### src/rtl/tcdm_burst_reader.sv
// tcdm_burst_reader: reads len_i consecutive 32-bit words from a TCDM slave
// and presents them in order on a valid/ready stream. Requests are issued
// only when the response buffer has room for their data.
module tcdm_burst_reader #(
  parameter int ADDR_WIDTH = 32,
  parameter int DATA_WIDTH = 32,
  parameter int LEN_WIDTH  = 16,
  parameter int FIFO_DEPTH = 4
) (
  input  logic                    clk_i,
  input  logic                    rst_ni,
  input  logic                    start_i,
  input  logic [ADDR_WIDTH-1:0]   base_addr_i,
  input  logic [LEN_WIDTH-1:0]    len_i,
  output logic                    busy_o,
  output logic                    done_o,
  output logic                    tcdm_req_o,
  output logic [ADDR_WIDTH-1:0]   tcdm_add_o,
  output logic                    tcdm_wen_o,
  output logic [DATA_WIDTH/8-1:0] tcdm_be_o,
  output logic [DATA_WIDTH-1:0]   tcdm_wdata_o,
  input  logic                    tcdm_gnt_i,
  input  logic                    tcdm_r_valid_i,
  input  logic [DATA_WIDTH-1:0]   tcdm_r_rdata_i,
  output logic [DATA_WIDTH-1:0]   data_o,
  output logic                    valid_o,
  input  logic                    ready_i
);

  localparam int PW = $clog2(FIFO_DEPTH);
  localparam int CW = PW + 1;
  localparam logic [CW-1:0] L_FULL = CW'(FIFO_DEPTH);

  typedef enum logic [1:0] {IDLE, REQ, DRAIN, DONE} state_t;

  state_t                 r_state, w_state_nxt;
  logic [ADDR_WIDTH-1:0]  r_addr;
  logic [LEN_WIDTH-1:0]   r_req_left, r_out_left;
  logic [CW-1:0]          r_outst, r_cnt;
  logic [PW-1:0]          r_wptr, r_rptr;
  logic [DATA_WIDTH-1:0]  r_mem [FIFO_DEPTH];
  logic                   r_req_hold, r_busy, r_done, r_armed;

  logic [CW:0]            w_sum;
  logic                   w_credit, w_req, w_grant, w_push, w_pop, w_valid;
  logic                   w_start, w_fin;
  logic                   w_unused;

  // Byte offset of the base address is dropped on purpose.
  assign w_unused = &{1'b0, base_addr_i[1:0]};

  // Credit counts both words in flight and words already buffered.
  assign w_sum    = {1'b0, r_outst} + {1'b0, r_cnt};
  assign w_credit = (w_sum < {1'b0, L_FULL});
  // A pending request is held regardless of credit; a fresh one needs credit.
  assign w_req    = r_req_hold | ((r_state == REQ) && (r_req_left != '0) && w_credit);
  assign w_grant  = w_req & tcdm_gnt_i;
  // Responses with nothing outstanding (e.g. in flight across a reset) are dropped.
  assign w_push   = tcdm_r_valid_i & (r_outst != '0);
  assign w_valid  = (r_cnt != '0);
  assign w_pop    = w_valid & ready_i;
  assign w_start  = (r_state == IDLE) && start_i;

  assign tcdm_req_o   = w_req;
  assign tcdm_add_o   = r_addr;
  assign tcdm_wen_o   = 1'b1;
  assign tcdm_be_o    = '1;
  assign tcdm_wdata_o = '0;
  assign data_o       = r_mem[r_rptr];
  assign valid_o      = w_valid;
  assign busy_o       = r_busy;
  assign done_o       = r_done;

  // Next state and the completion strobe. The last pop finishes the transfer
  // directly; DONE only raises the strobe itself when nothing was popped
  // (zero-length transfer).
  always_comb begin
    w_state_nxt = r_state;
    w_fin       = 1'b0;
    case (r_state)
      IDLE:  if (start_i) w_state_nxt = (len_i == '0) ? DONE : REQ;
      REQ:   if (w_grant && (r_req_left == LEN_WIDTH'(1))) w_state_nxt = DRAIN;
      DRAIN: if ((r_out_left == '0) || (w_pop && (r_out_left == LEN_WIDTH'(1)))) begin
               w_state_nxt = DONE;
               w_fin       = 1'b1;
             end
      DONE:  begin
               w_state_nxt = IDLE;
               w_fin       = ~r_done;
             end
      default: w_state_nxt = IDLE;
    endcase
  end

  // Control state, address and word counters.
  always_ff @(posedge clk_i or negedge rst_ni) begin
    if (!rst_ni) begin
      r_state    <= IDLE;
      r_addr     <= '0;
      r_req_left <= '0;
      r_out_left <= '0;
      r_outst    <= '0;
      r_req_hold <= 1'b0;
      r_busy     <= 1'b0;
      r_done     <= 1'b0;
      r_armed    <= 1'b0;
    end else begin
      r_state    <= w_state_nxt;
      r_req_hold <= w_req & ~tcdm_gnt_i;
      r_done     <= w_fin;
      r_armed    <= r_armed | w_start;
      if (w_start) begin
        r_addr     <= {base_addr_i[ADDR_WIDTH-1:2], 2'b00};
        r_req_left <= len_i;
        r_out_left <= len_i;
        r_busy     <= 1'b1;
      end else begin
        if (w_grant) begin
          r_addr     <= r_addr + ADDR_WIDTH'(4);
          r_req_left <= r_req_left - LEN_WIDTH'(1);
        end
        if (w_pop) r_out_left <= r_out_left - LEN_WIDTH'(1);
        if (w_fin) r_busy <= 1'b0;
      end
      case ({w_grant, w_push})
        2'b10:   r_outst <= r_outst + CW'(1);
        2'b01:   r_outst <= r_outst - CW'(1);
        default: r_outst <= r_outst;
      endcase
    end
  end

  // Response buffer: in-order FIFO, head drives the stream.
  always_ff @(posedge clk_i or negedge rst_ni) begin
    if (!rst_ni) begin
      r_wptr <= '0;
      r_rptr <= '0;
      r_cnt  <= '0;
      for (int i = 0; i < FIFO_DEPTH; i++) r_mem[i] <= '0;
    end else begin
      if (w_push) begin
        r_mem[r_wptr] <= tcdm_r_rdata_i;
        r_wptr        <= r_wptr + PW'(1);
      end
      if (w_pop) r_rptr <= r_rptr + PW'(1);
      case ({w_push, w_pop})
        2'b10:   r_cnt <= r_cnt + CW'(1);
        2'b01:   r_cnt <= r_cnt - CW'(1);
        default: r_cnt <= r_cnt;
      endcase
    end
  end

  // Stray responses are only illegal once a transfer has been started since
  // reset; before that they are leftovers from an interrupted transfer.
  a_no_stray_rvalid: assert property (@(posedge clk_i) disable iff (!rst_ni)
    (tcdm_r_valid_i && r_armed) |-> (r_outst != '0));

  // Credit accounting must keep the buffer from overflowing.
  a_no_overflow: assert property (@(posedge clk_i) disable iff (!rst_ni)
    w_push |-> (r_cnt != L_FULL));

endmodule

### config.mk
export PLATFORM = sky130hd
export DESIGN_NAME = tcdm_burst_reader
export DESIGN_NICKNAME = d
export VERILOG_FILES = /design/src/rtl/tcdm_burst_reader.sv
export SDC_FILE = /design/constraint.sdc
export NUM_CORES = 1
export LEC_CHECK = 0
export BUFFER_PORTS_ARGS = -buffer_cell sky130_fd_sc_hd__buf_4
export CORE_UTILIZATION = 56
export CTS_CLUSTER_SIZE = 24
export DETAILED_ROUTE_END_ITERATION = 12
export GPL_TIMING_DRIVEN = 1
export HOLD_SLACK_MARGIN = 0.12
export PLACE_DENSITY = 0.92
export SYNTH_ARGS = -nofsm -noshare
export SYNTH_HDL_FRONTEND = slang
export SYNTH_SLANG_ARGS = --single-unit
### constraint.sdc
create_clock -name clk_i -period 3.42 [get_ports clk_i]
set_input_delay 0.342 -clock clk_i [delete_from_list [all_inputs] [get_ports clk_i]]
set_output_delay 0.342 -clock clk_i [all_outputs]
set_load 0.05 [all_outputs]
== Word-level counts from Yosys, hierarchy flattened ==
Index checks and enable logic that the tools add are counted.

* Word-level logic and storage cells: 92
* Input bits: 86
* Output and inout bits: 105
* Bits in registers: 207

* Bitwise operators: 9
* Multiplexer cells: 23
* Add/subtract/negate cells: 10
* Magnitude comparators: 4
* Equal/unequal tests: 12
* Reductions and logical operators: 19

{| class="wikitable"
|+ Operators with widths
! kind !! number
|-
| 32-bit 2-to-1 mux || 5
|-
| 128-bit bitwise mux || 1
|-
| 32-bit binary-select mux with 2-bit select || 1
|-
| 32-bit demux with 2-bit select || 1
|-
| 16-bit 2-to-1 mux || 4
|-
| 32-bit by 3-bit adder with 32-bit output, second input constant || 1
|-
| 16-bit by 1-bit equality test with 1-bit output, second input constant || 2
|-
| 16-bit zero test || 2
|-
| 16-bit by 1-bit subtractor with 16-bit output, second input constant || 2
|-
| 16-bit nonzero test || 1
|-
| 3-bit one-hot mux with 2 select lines || 2
|-
| 2-bit nonzero test || 5
|-
| 2-bit equality test, second input constant || 4
|-
| 2-bit 2-to-1 mux || 4
|-
| 2-bit one-hot mux with 4 select lines || 1
|-
| 3-bit by 1-bit adder with 3-bit output, second input constant || 2
|-
| 2-bit by 1-bit equality test with 1-bit output, second input constant || 3
|-
| 3-bit greater-or-equal comparator, second input constant || 2
|-
| 1-bit logical AND || 6
|-
| 2-bit inverter with 3-bit output || 2
|-
| 3-bit nonzero test || 2
|-
| 3-bit by 1-bit subtractor with 3-bit output, second input constant || 2
|-
| 2-bit by 1-bit adder with 2-bit output, second input constant || 2
|-
| 3-bit by 3-bit adder with 4-bit output || 1
|-
| 12 further kinds || 19
|}

== Logic depth before layout (Yosys ltp) ==
Gate-level depths: netlist (run 1).

* Word-level depth: 8
* Mapped depth: 13
* Depth with buffers taken out: 12

== Least setup slack after synthesis (run 1) ==
Ideal clock, no wire load.

* Path type: register to register
* From: register r_req_left[0]
* To: register r_outst[2]
* Path slack: 0.846 ns
* Arrival: 2.495 ns
* Required time: 3.341 ns
* Cell stages (with the launch flop): 14
* Clock period less this slack: 2.574 ns
* Setup time: 0.079 ns
* Buffers on the path: 1
* Cell sequence: dfrtp_1 inv_1 ha_1 nor4b_1 and2_1 a211oi_2 inv_2 buf_2 ha_1 inv_1 fa_1 xor2_1 nor2_1 xor2_1

* Cells in the longest elaborated chain, start to end: 7
* Elaborated cells between the ends (all ways): 9
* Classes of those cells: eq/ne: 2; mux: 1; bitwise: 2; reduce/logical: 4

{| class="wikitable"
|+ Ends and longest elaborated chain
! item !! RTL line !! RTL
|-
| from (decl) || 38 || <nowiki>logic [LEN_WIDTH-1:0] r_req_left, r_out_left;</nowiki>
|-
| from (signal assigned) || 114 || <nowiki>r_req_left <= len_i;</nowiki>
|-
| from (signal assigned) || 120 || <nowiki>r_req_left <= r_req_left - LEN_WIDTH'(1);</nowiki>
|-
| 16-bit nonzero test * || 56 || <nowiki>assign w_req = r_req_hold | ((r_state == REQ) && (r_req_left != '0) && w_credit);</nowiki>
|-
| 1-bit logical AND * (2 in series) || 56 ||
|-
| 1-bit OR * || 56 ||
|-
| 1-bit bitwise AND * || 57 || <nowiki>assign w_grant = w_req & tcdm_gnt_i;</nowiki>
|-
| 2-bit by 1-bit equality test with 1-bit output or 2-bit equality test (tied branches) || 125 || <nowiki>case ({w_grant, w_push})</nowiki>
|-
| 3-bit one-hot mux with 2 select lines or 2-bit nonzero test (tied branches) || - ||
|-
| to (signal assigned) || 126 || <nowiki>2'b10: r_outst <= r_outst + CW'(1);</nowiki>
|-
| to (signal assigned) || 127 || <nowiki>2'b01: r_outst <= r_outst - CW'(1);</nowiki>
|-
| to (signal assigned) || 128 || <nowiki>default: r_outst <= r_outst;</nowiki>
|-
| to (decl) || 39 || <nowiki>logic [CW-1:0] r_outst, r_cnt;</nowiki>
|}

Mark *: on every way between the ends. The rest lies on a longest branch, timed or not.
A chain may end at the register's enable or synchronous reset.

== Worst setup path after layout (run 1) ==
* From: register r_req_left[9]
* To: register r_outst[2]

Same word-level chain as after synthesis.

==> results of run 1 <==
==> synthesized netlist by cell type (2+ instances only) <==
| cell | number |
|---|---|
| a21oi_1 | 58 |
| a31oi_1 | 3 |
| and2_1 | 5 |
| and3_1 | 4 |
| buf_1 | 16 |
| buf_2 | 2 |
| buf_4 | 39 |
| clkbuf_1 | 17 |
| conb_1 | 2 |
| dfrtp_1 | 205 |
| fa_1 | 2 |
| ha_1 | 19 |
| inv_1 | 24 |
| mux2_2 | 129 |
| mux2i_1 | 3 |
| mux4_2 | 32 |
| nand2_1 | 41 |
| nand2b_1 | 5 |
| nand3_1 | 17 |
| nand4_1 | 7 |
| nor2_1 | 71 |
| nor3_1 | 16 |
| nor4_1 | 16 |
| o21ai_0 | 6 |
| or3_1 | 6 |
| or3_4 | 2 |
| or4_1 | 2 |
| xnor2_1 | 41 |
| xor2_1 | 25 |
==> cell type report <==
cell class / instances / area [um2] / share of cell area
Inverter: 25 / 93.8 / 0.00731
Clock inverter: 6 / 86.3 / 0.00673
Clock buffer: 33 / 673 / 0.0525
Timing Repair Buffer: 227 / 1900 / 0.148
Multi-Input combinational cell: 570 / 4670 / 0.364
Sequential cell: 205 / 5130 / 0.400
Tap cell: 225 / 282 / 0.0219
==> cells by family after synthesis <==
| family | count (synthesis) | share of synthesized area |
|---|---|---|
| muxes | 164 | 0.217 |
| xor gates and xnor gates | 66 | 0.0568 |
| adders and majority gates | 21 | 0.0273 |
| DFF | 205 | 0.504 |
| buffers and inverters | 99 | 0.0512 |
| and+or+nand+nor | 201 | 0.0964 |
| other | 2 | 0.000738 |
| AOI/OAI and AO/OA | 79 | 0.0467 |
==> metal layers <==
metal,part of all wire,vias up,track usage,wire (um)
li1,-,3308,-,-
met1,0.38,3734,0.331,9950
met2,0.52,302,0.523,13700
met3,0.065,75,0.0615,1700
met4,0.028,0,0.0861,738
met5,0,-,0,0
==> tightest hold or removal path, stage by stage <==
cell and delay [ns]:
buf_4 0.09, nor2_1 0.06, a21oi_1 0.11
==> worst max path at each step <==
stage          slack [ns]  depth (start not counted)         end
2_1_floorplan        0.85                         13  r_outst[2]
3_3_place_gp         0.67                         10  r_outst[2]
3_5_place_dp         0.57                         10  r_outst[2]
4_1_cts              0.39                          5  tcdm_req_o
5_1_grt              0.21                         10  r_outst[2]
6_report             0.42                         10  r_outst[2]
==> flip-flops by register name, indices dropped and copies added (netlist names), 2 cells and up <==
register,cells
r_mem,128
r_out_left,16
r_cnt,3
r_rptr,2
r_wptr,2
tcdm_add_o,30
r_req_left,16
r_state,2
r_outst,3
==> cells in the final DEF (no fill, tap or decap), drive strengths merged, types with 2 or more instances in the layout <==
| master | netlist | routed |
|---|---|---|
| dfrtp | 205 | 205 |
| buf | 57 | 161 |
| mux2 | 129 | 129 |
| nor2 | 71 | 71 |
| dlygate4sd3 | 0 | 65 |
| a21oi | 59 | 59 |
| xnor2 | 41 | 41 |
| nand2 | 41 | 41 |
| conb | 2 | 39 |
| clkbuf | 17 | 34 |
| mux4 | 32 | 32 |
| inv | 25 | 26 |
| xor2 | 25 | 25 |
| ha | 19 | 19 |
| nand3 | 17 | 17 |
| nor4 | 17 | 17 |
| nor3 | 16 | 16 |
| nand4 | 8 | 8 |
| or3 | 8 | 8 |
| o21ai | 6 | 6 |
| and2 | 5 | 5 |
| nand2b | 5 | 5 |
| and3 | 4 | 4 |
| mux2i | 3 | 3 |
| a31oi | 3 | 3 |
| or4 | 3 | 3 |
| fa | 2 | 2 |
| clkinv | 0 | 2 |
| bufinv | 0 | 2 |
| nor4b | 2 | 2 |
==> report_power, final <==
part           internal [mW]  switching [mW]
logic                   2.96            4.34
registers               3.67            1.04
clock network           1.51           0.979
total                   8.15            6.35
==> per-stage QoR <==
step                      instances  total power [mW]  area (um2)  setup slack, ns
after floorplan                 874              9.79       10300            0.846
after global placement         1187              11.4       11400            0.673
after detailed placement       1187              11.7       11400            0.572
after CTS                      1291              14.4       12800            0.393
after global routing           1291              15.2       12800            0.213
final                          1291              14.5       12800            0.419
==> metrics, run 1 <==
status completed; post-synth cell types 51; post-DP HPWL 15.2 mm; final hold slack 0.139 ns; Initial Util 0.580; Area contributors post-synth dfrtp_1, mux2_2, mux4_2; Worst Reg2Reg Path Length in Cells 10; final hold vios 0; H-tree depth 1; CP Launch Point r_req_left[9]; IO Port Bufs 149; Worst-Margin Slew 0.915 ns; Worst EP required 3.84 ns; Die Width 137 um; Slew Limit Fails 0; First-pass DRT Iterations 5; Worst path slowest cell nor4_1; io pins 191; CTS Hold Bufs 65; Relative slew margins 0.390; top cell type's share of synthesized area 0.504; final core occ 0.732; total CTS buffers 23; CTS Buffer Depth 3; P&R area growth vs syn 26.1%; final setup TNS 0 ns; vias per inst 5.75; Layout Nets 1,159; number of setup violations in the final report 0; row count 48; PD cells 1130 nW/um2; fin crit period 3.00 ns; Critical Path Most Common Cell xor2_1; Post-CTS Resized 0; worst hold start len_i[4]; cell family with most CP delay simple AND/OR/NAND/NOR gates; post-synthesis register bit count 205; largest net degree at the start of global routing 97; die area 18,700 um2; routability cong. 0.843; Worst Clk Skew 0.0111 ns; synth warn 0; max incr delay on CP 0.65 ns; ANT cells 0; Post-synth EDFFs 0; critical path type flip-flop to flip-flop; Final period util 0.877; dominant cell type by area after synthesis dfrtp_1; Crit Path Max Fanout 15; asr flop ratio synth 1.00; R2R setup slack 0.42 ns; Initial DRC Count 449; share of layout cells above drive strength 1 0.350; Clock transition at path regs 0.06 ns; post-route ant nets 0; Overflow after GRT 0; per-cell routed wire length 20.2 um; CTS sink count 205; Syn Inst Count 837; vias in the first global route 7,895; antenna violations before repair 0; Max Freq 0.333 GHz; global-route wire length before repair 41.1 mm; synthesized area per cell 12.2 um2; Hold Crit Class primary input to flip-flop; RSZ-0062 raised after global routing no; CP bufs+invs 2; DR vias 7,419; ys flop type dfrtp_1; CTS tree yes; RR Startpoint r_req_left[9]; Seq/Total Area, Yosys 0.504; crit end category flip-flop; root buf cell clkbuf_16; critical path, cell by cell nor4_1 -> and2_1 -> a211oi_2 -> inv_2 -> ha_1 -> inv_1 -> fa_1 -> xor2_1 -> nor2_1 -> xor2_1; # fillers 1,086; total track usage 0.285; Synth Cell Area 10,200 um2; Vert. Die Dim 137 um; Worst Path Arrival 3.42 ns; Core Region 17,500 um2; Detailed Route WL 26.1 mm; Clock Latency Late Sink 0.51 ns; total setup buffers inserted after CTS 0; hold depth 3; Max VDD drop 0.817 mV; worst reg2reg endpoint r_outst[2]; drt drc 0; Max Cap Viol 0; CP Launch Type flip-flop; Worst Hold End r_req_left[4]; Leak Pwr 5.55 nW
Note: power is estimated with default switching activity, not from simulation.
==> inputs of run 2 (changes only) <==
--- a/config.mk
+++ b/config.mk
@@ -6,12 +6,12 @@
 export NUM_CORES = 1
 export LEC_CHECK = 0
 export BUFFER_PORTS_ARGS = -buffer_cell sky130_fd_sc_hd__buf_4
-export CORE_UTILIZATION = 56
+export CORE_UTILIZATION = 51
 export CTS_CLUSTER_SIZE = 24
 export DETAILED_ROUTE_END_ITERATION = 12
 export GPL_TIMING_DRIVEN = 1
 export HOLD_SLACK_MARGIN = 0.12
-export PLACE_DENSITY = 0.92
+export PLACE_DENSITY = 0.89
 export SYNTH_ARGS = -nofsm -noshare
 export SYNTH_HDL_FRONTEND = slang
 export SYNTH_SLANG_ARGS = --single-unit
==> constraint.sdc (replaced) <==
create_clock -name clk_i -period 2.5 [get_ports clk_i]
set_input_delay 0.25 -clock clk_i [delete_from_list [all_inputs] [get_ports clk_i]]
set_output_delay 0.25 -clock clk_i [all_outputs]
set_load 0.05 [all_outputs]
==> run 2 against run 1 <==
Final cell count up 6.0%. Setup slack worse by 0.38 ns. Die area up 9.7%. First-iteration DRC count down 22%. Count of clock-buffer cells in the layout down 3. Register-to-register slack worse by 0.35 ns. Sequential power up 36%. Non-clock buffer count up 38. Wire length about the same. Hold slack better by 0.039 ns. Sequential share of layout area down 1.7 points. Critical endpoint is now tcdm_req_o.
==> metrics, run 2 (synthesis gave the netlist of run 1 again) <==
Core Region 19,500 um2 (was 17,500 um2); routability cong. 0.836 (was 0.843); Overflow after GRT 0 (unchanged); final core occ 0.687 (was 0.732); max incr delay on CP 0.59 ns (was 0.65 ns); Placed Area 11,700 um2 (was 11,400 um2); io pins 191 (unchanged); total track usage 0.259 (was 0.285); R2R setup slack 0.07 ns (was 0.42 ns); P&R area growth vs syn 31.9% (was 26.1%); drt drc 0 (unchanged); Slew Limit Fails 0 (unchanged); largest net degree at the start of global routing 74 (was 97); CTS tree yes (unchanged); CP Launch Point r_req_left[5] (was r_req_left[9]); sw frac 0.432 (was 0.438); Final Power 20.3 mW (was 14.5 mW); Max Freq 0.406 GHz; Vert. Die Dim 143 um (was 137 um); Worst Reg2Reg Path Length in Cells 9 (was 10); hold depth 4 (was 3); Int Pwr 11.5 mW (was 8.15 mW); switching pwr 8.76 mW (was 6.35 mW); Leak Pwr 5.78 nW (was 5.55 nW); Crit Path Max Fanout 4 (was 15); Flop pwr share 0.315 (was 0.325); Initial DRC Count 348 (was 449); First-pass DRT Iterations 5 (unchanged); vias per inst 5.54 (was 5.75); row count 51 (was 48); vias in the first global route 8,020 (was 7,895); root buf cell clkbuf_16 (unchanged); Clock Latency Late Sink 0.50 ns (was 0.51 ns); Hold Crit Class primary input to flip-flop (unchanged); Worst-Margin Slew 0.737 ns (was 0.915 ns); Top reg by flops r_mem (unchanged); max reg flops 128 (unchanged); RR Startpoint r_outst[2] (was r_req_left[9]); crit end category output port (was flip-flop); global-route wire length before repair 41.1 mm (about the same); commonest non-fill, non-tap cell in the layout dfrtp_1 (unchanged); Worst path slowest cell or4_4 (was nor4_1); CP Launch Type flip-flop (unchanged); critical path, cell by cell or4_4 -> nor3_4 -> nand2_1 -> a31o_2 -> buf_4 (was nor4_1 -> and2_1 -> a211oi_2 -> inv_2 -> ha_1 -> inv_1 -> fa_1 -> xor2_1 -> nor2_1 -> xor2_1); Worst EP required 2.25 ns (was 3.84 ns); clock power share 0.168 (was 0.172); Worst Clk Skew 0.0178 ns (was 0.0111 ns); H-tree depth 1 (unchanged); share of layout cells above drive strength 1 0.374 (was 0.350); status completed (unchanged); post-route cell area 13,400 um2 (was 12,800 um2); PD cells 1510 nW/um2 (was 1130 nW/um2); antenna violations before repair 1 (was 0); Clock transition at path regs 0.06 ns (about the same); Relative slew margins 0.508 (was 0.390); CP bufs+invs 1 (was 2); fin crit period 2.46 ns; Worst Hold End r_rptr[0] (was r_req_left[4]); worst reg2reg endpoint r_state[0] (was r_outst[2]); IO Port Bufs 149 (unchanged); Die Width 143 um (was 137 um); number of setup violations in the final report 0 (unchanged); Max VDD drop 0.945 mV (was 0.817 mV); CTS sink count 205 (unchanged); Layout Nets 1,196 (was 1,159); post-DP HPWL 15.5 mm (was 15.2 mm); post-route ant nets 0 (unchanged); Initial Util 0.521 (was 0.580); Final period util 0.986; Detailed Route WL 26.1 mm (about the same); worst hold start ready_i (was len_i[4]); cell family with most CP delay simple AND/OR/NAND/NOR gates (unchanged); total CTS buffers 22 (was 23); critical path type flip-flop to output port (was flip-flop to flip-flop); Worst Path Arrival 2.21 ns (was 3.42 ns); final hold slack 0.179 ns (was 0.139 ns); most frequent cells in the layout dfrtp_1, buf_4, mux2_2, dlygate4sd3_1, nor2_1 (was dfrtp_1, buf_4, mux2_2, nor2_1, dlygate4sd3_1); die area 20,500 um2 (was 18,700 um2); CTS Buffer Depth 3 (unchanged); per-cell routed wire length 19.0 um (was 20.2 um); DR vias 7,584 (was 7,419); final hold vios 0 (unchanged); Max Cap Viol 0 (unchanged); Gate power share 0.517 (was 0.504)
-- run 2: cell count changes in the layout (fill, tap and decap cells not counted), sizes merged --
cell,before,now
buf,161,183
bufinv,2,3
clkbuf,34,31
clkinv,2,5
clkinvlp,1,0
diode,0,1
dlygate4sd3,65,81
inv,26,25
-- run 2: through the flow --
stage | setup slack, ns | TNS (ns) | instances
after floorplan | 0.00160 | 0 | 874
after global placement | 0.0994 | 0 | 1240
after detailed placement | -0.0126 | -0.0126 | 1240
after CTS | 0.00180 | 0 | 1359
after global routing | -0.0650 | -0.268 | 1369
final | 0.0356 | 0 | 1369
-- run 2: worst max path at each step --
stage,end,slack [ns],cells past startpoint
after floorplan,r_outst[2],0.002,13
after global placement,tcdm_add_o[15],0.1,9
after detailed placement,tcdm_add_o[15],-0.01,9
after CTS,tcdm_req_o,0.002,5
after global routing,tcdm_req_o,-0.07,5
final,tcdm_req_o,0.04,5
-- run 2: metal layers --
| layer | track usage | vias up | part of all wire |
|---|---|---|---|
| met3 | 0.0543 | 68 | 0.068 |
| met4 | 0.0845 | 0 | 0.025 |
| li1 | - | 3382 | - |
| met5 | 0 | - | 0 |
| met2 | 0.484 | 324 | 0.53 |
| met1 | 0.291 | 3810 | 0.37 |
-- run 2: timing repair --
action | 4_1_cts | 5_1_grt
setup buffers | 0 | 9
endpoints found under the setup margin | 3 | 21
cloned | 0 | 0
endpoints found under the hold margin | 260 | 0
pin swaps | 0 | 8
hold buffers | 81 | 0
resized for setup | 5 | 15
-- run 2: power groups by stage --
stage	sequential, mW	clock (mW)	combinational [mW]
2_1_floorplan	6.79	0	6.64
3_3_place_gp	6.18	0	9.74
3_5_place_dp	6.32	0	9.99
4_1_cts	6.29	3.46	10.2
5_1_grt	6.59	3.63	11.1
6_report	6.39	3.41	10.5
-- run 2: tightest hold or removal path: stages --
cell     delay, ns
buf_4         0.11
o31ai_2       0.06
buf_4         0.15
xnor2_1       0.06
-- run 2: layout make-up --
class / instances / area (um2)
fill: 1322 / 6110
sequential: 205 / 5130
multi-input combinational: 570 / 4790
timing repair buffer: 265 / 2300
clock buffer: 30 / 642
tap: 265 / 332
clock inverter: 8 / 119
inverter: 25 / 93.8
antenna: 1 / 2.50
==> inputs of run 3 (changes only) <==
--- a/config.mk
+++ b/config.mk
@@ -5,6 +5,7 @@
 export SDC_FILE = /design/constraint.sdc
 export NUM_CORES = 1
 export LEC_CHECK = 0
+export ABC_AREA = 1
 export BUFFER_PORTS_ARGS = -buffer_cell sky130_fd_sc_hd__buf_4
 export CORE_UTILIZATION = 51
 export CTS_CLUSTER_SIZE = 24
==> run 3 against run 2 <==
Count of clock-buffer cells in the layout grew 4. Utilization shrank 2.1 points. Global-route usage grew 1.7 points. Total power shrank 1.0%. Critical path type is now flip-flop to flip-flop. Critical endpoint is now r_outst[1]. Critical path depth grew 6. Via count grew 33%. Design area grew 2.1%. Clock power is essentially flat. Hold slack gained 0.074 ns. Die area grew 6.5%.
==> metrics, run 3 <==
Final Power 20.1 mW (was 20.3 mW); vias in the first global route 10,100 (was 8,020); Placed Area 12,100 um2 (was 11,700 um2); Worst path slowest cell fa_2 (was or4_4); most common cell in the netlist nand2_1 (was dfrtp_1); Vert. Die Dim 148 um (was 143 um); DR vias 10,100 (was 7,584); post-route cell area 13,700 um2 (was 13,400 um2); Clock Latency Late Sink 0.51 ns (was 0.50 ns); critical path, cell by cell ha_1 -> nor2_1 -> nand3b_1 -> nor2_2 -> nand2_2 -> nand2_4 -> nand2_8 -> ha_1 -> inv_2 -> fa_2 -> o21ai_0 (was or4_4 -> nor3_4 -> nand2_1 -> a31o_2 -> buf_4); mux share of post-synthesis cell area 0 (was 0.217); setup slack after layout 0.150 ns (was 0.0356 ns); post-synthesis register bit count 205 (unchanged); Critical Path Most Common Cell ha_1; Die Width 148 um (was 143 um); Synth Area in Compound Gates 0.141 (was 0.0467); final hold vios 0 (unchanged); top cell type's share of synthesized area 0.473 (was 0.504); Worst Path Arrival 2.77 ns (was 2.21 ns); Worst Clk Skew 0.00737 ns (was 0.0178 ns); Worst EP required 2.92 ns (was 2.25 ns); Relative slew margins 0.575 (was 0.508); most frequent cells in the layout nand2_1, o21ai_0, dfrtp_1, buf_4, nor2_1 (was dfrtp_1, buf_4, mux2_2, dlygate4sd3_1, nor2_1); total CTS buffers 23 (was 22); Hold Crit Class primary input to flip-flop (unchanged); Slew Limit Fails 0 (unchanged); Syn Inst Count 1,366 (was 837); simple-gate area share of the yosys netlist 0.237 (was 0.0964); Seq/Total Area, Yosys 0.473 (was 0.504); R2R setup slack 0.15 ns (was 0.07 ns); synthesized area per cell 7.94 um2 (was 12.2 um2); total track usage 0.276 (was 0.259); die area 21,900 um2 (was 20,500 um2); XOR/XNOR share of the synthesized area 0.0371 (was 0.0568); Max Freq 0.426 GHz (was 0.406 GHz); antenna violations before repair 1 (unchanged); vias per inst 5.41 (was 5.54); main combinational cell family by area after synthesis simple AND/OR/NAND/NOR gates (was multiplexers); post-synth cell types 39 (was 51); max incr delay on CP 0.44 ns (was 0.59 ns); share of layout cells above drive strength 1 0.152 (was 0.374); Top reg by flops r_mem (unchanged); post-route ant nets 0 (unchanged); Inst Count DP 1,739 (was 1,240); Layout Nets 1,684 (was 1,196); Initial Util 0.528 (was 0.521); IO Port Bufs 149 (unchanged); Area contributors post-synth dfrtp_1, nand2_1, o21ai_0 (was dfrtp_1, mux2_2, mux4_2); ys flop type dfrtp_1 (unchanged); global-route wire length before repair 48.7 mm (was 41.1 mm); io pins 191 (unchanged); Post-synth EDFFs 0 (unchanged); post-DP HPWL 17.9 mm (was 15.5 mm); CTS tree yes (unchanged); H-tree depth 1 (unchanged); routability cong. 0.918 (was 0.836); status completed (unchanged); First-pass DRT Iterations 5 (unchanged); final setup TNS 0 ns (unchanged); CP bufs+invs 1 (unchanged); synth warn 0 (unchanged); CTS sink count 205 (unchanged); Final period util 0.940 (was 0.986); root buf cell clkbuf_16 (unchanged); per-cell routed wire length 16.0 um (was 19.0 um); asr flop ratio synth 1.00 (unchanged); Synth Area in Adders 0.0256 (was 0.0273); Setup WS pre-CTS 0.0714 ns (was -0.0126 ns); row count 52 (was 51); critical path type flip-flop to flip-flop (was flip-flop to output port); Synth Cell Area 10,800 um2 (was 10,200 um2); Crit Path Max Fanout 3 (was 4); multi-input logic area 4950 um2 (was 4790 um2); fin crit period 2.35 ns (was 2.46 ns); Register Area 5130 um2 (about the same); Leak Pwr 6.57 nW (was 5.78 nW); CTS Buffer Depth 3 (unchanged); # fillers 1,602 (was 1,322); Core Region 20,600 um2 (was 19,500 um2); PD cells 1470 nW/um2 (was 1510 nW/um2); max reg flops 128 (unchanged); Detailed Route WL 29.8 mm (was 26.1 mm); crit end category flip-flop (was output port); Max Cap Viol 0 (unchanged); dominant cell type by area after synthesis dfrtp_1 (unchanged); cell family with most CP delay adder cells (was simple AND/OR/NAND/NOR gates); commonest cells in the synthesized netlist nand2_1, o21ai_0, dfrtp_1 (was dfrtp_1, mux2_2, nor2_1); drt drc 0 (unchanged); Clock transition at path regs 0.06 ns (about the same); Max VDD drop 0.798 mV (was 0.945 mV); Overflow after GRT 0 (unchanged); number of setup violations in the final report 0 (unchanged); Initial DRC Count 699 (was 348); Finished Layout Cells 1,864 (was 1,369); largest net degree at the start of global routing 77 (was 74); commonest non-fill, non-tap cell in the layout nand2_1 (was dfrtp_1); CP Launch Type flip-flop (unchanged); Worst-Margin Slew 0.633 ns (was 0.737 ns); P&R area growth vs syn 26.2% (was 31.9%)
==> run 3: cell count changes in the layout (fill, tap and decap cells not counted), sizes merged, moves of 22 or more <==
cell,delta
nor2,+75
nand3,+34
nand2,+355
o22ai,+33
mux4,-32
inv,+63
xnor2,-22
a21oi,-53
mux2,-129
o21ai,+221
==> run 3: path summary, 6_finish.rpt <==
check	from	end	cells after the start
setup / recovery	r_outst[2]	r_outst[1]	11
hold / removal	start_i	r_state[0]	5
setup reg to reg	r_outst[2]	r_outst[1]	11
hold reg to reg	r_mem[73]	r_mem[73]	2
max in group asynchronous	rst_ni	r_mem[90]	3
min in group asynchronous	rst_ni	r_mem[104]	2
==> run 3: cell families (layout without fill, tap and decap cells) <==
group | after synthesis | in the layout
buf+inv | 187 | 377
other cells | 2 | 40
fa+ha+maj | 21 | 21
compound gates | 282 | 282
xor+xnor | 46 | 46
simple gates | 623 | 623
flops | 205 | 205
==> run 3: metrics by stage <==
step,hold WS (ns),utilization
3_3_place_gp,0.260,0.587
2_1_floorplan,-0.0456,-
4_1_cts,0.205,0.664
5_1_grt,0.261,0.666
3_5_place_dp,0.264,0.587
6_report,0.253,0.666
==> run 3: cell type report <==
cell class | count | share of cell area
Sequential cell | 205 | 0.375
Clock inverter | 7 | 0.00832
Clock buffer | 34 | 0.0473
Tap cell | 270 | 0.0247
Multi-Input combinational cell | 1011 | 0.362
Antenna cell | 1 | 0.000183
Timing Repair Buffer | 246 | 0.158
Inverter | 90 | 0.0250
==> run 3: per-layer routing <==
| metal | part of all wire | track usage | up-vias | wire, um |
|---|---|---|---|---|
| met3 | 0.074 | 0.0469 | 102 | 2220 |
| met5 | 0 | 0 | - | 0 |
| met4 | 0.035 | 0.108 | 0 | 1030 |
| met2 | 0.49 | 0.470 | 448 | 14700 |
| met1 | 0.40 | 0.349 | 4757 | 11900 |
| li1 | - | - | 4782 | - |
==> run 3: tightest hold or removal path, delay by kind of cell <==
kind	cells	cell delay (ns)
buffers and inverters	1	0.11
and+or+nand+nor	3	0.26
AOI/OAI and AO/OA	1	0.09
==> run 3: where the power goes <==
| part | internal, mW | total [mW] | switching (mW) |
|---|---|---|---|
| registers | 4.86 | 6.05 | 1.19 |
| clock network | 2.10 | 3.43 | 1.33 |
| logic | 3.36 | 10.6 | 7.23 |
| total | 10.3 | 20.1 | 9.76 |
==> run 3: repair_timing <==
action	CTS	global route
endpoints found under the hold margin	240	0
resized for setup	0	11
pin swaps	1	2
hold buffers	81	0
setup endpoints to repair	1	3
setup buffers	1	1
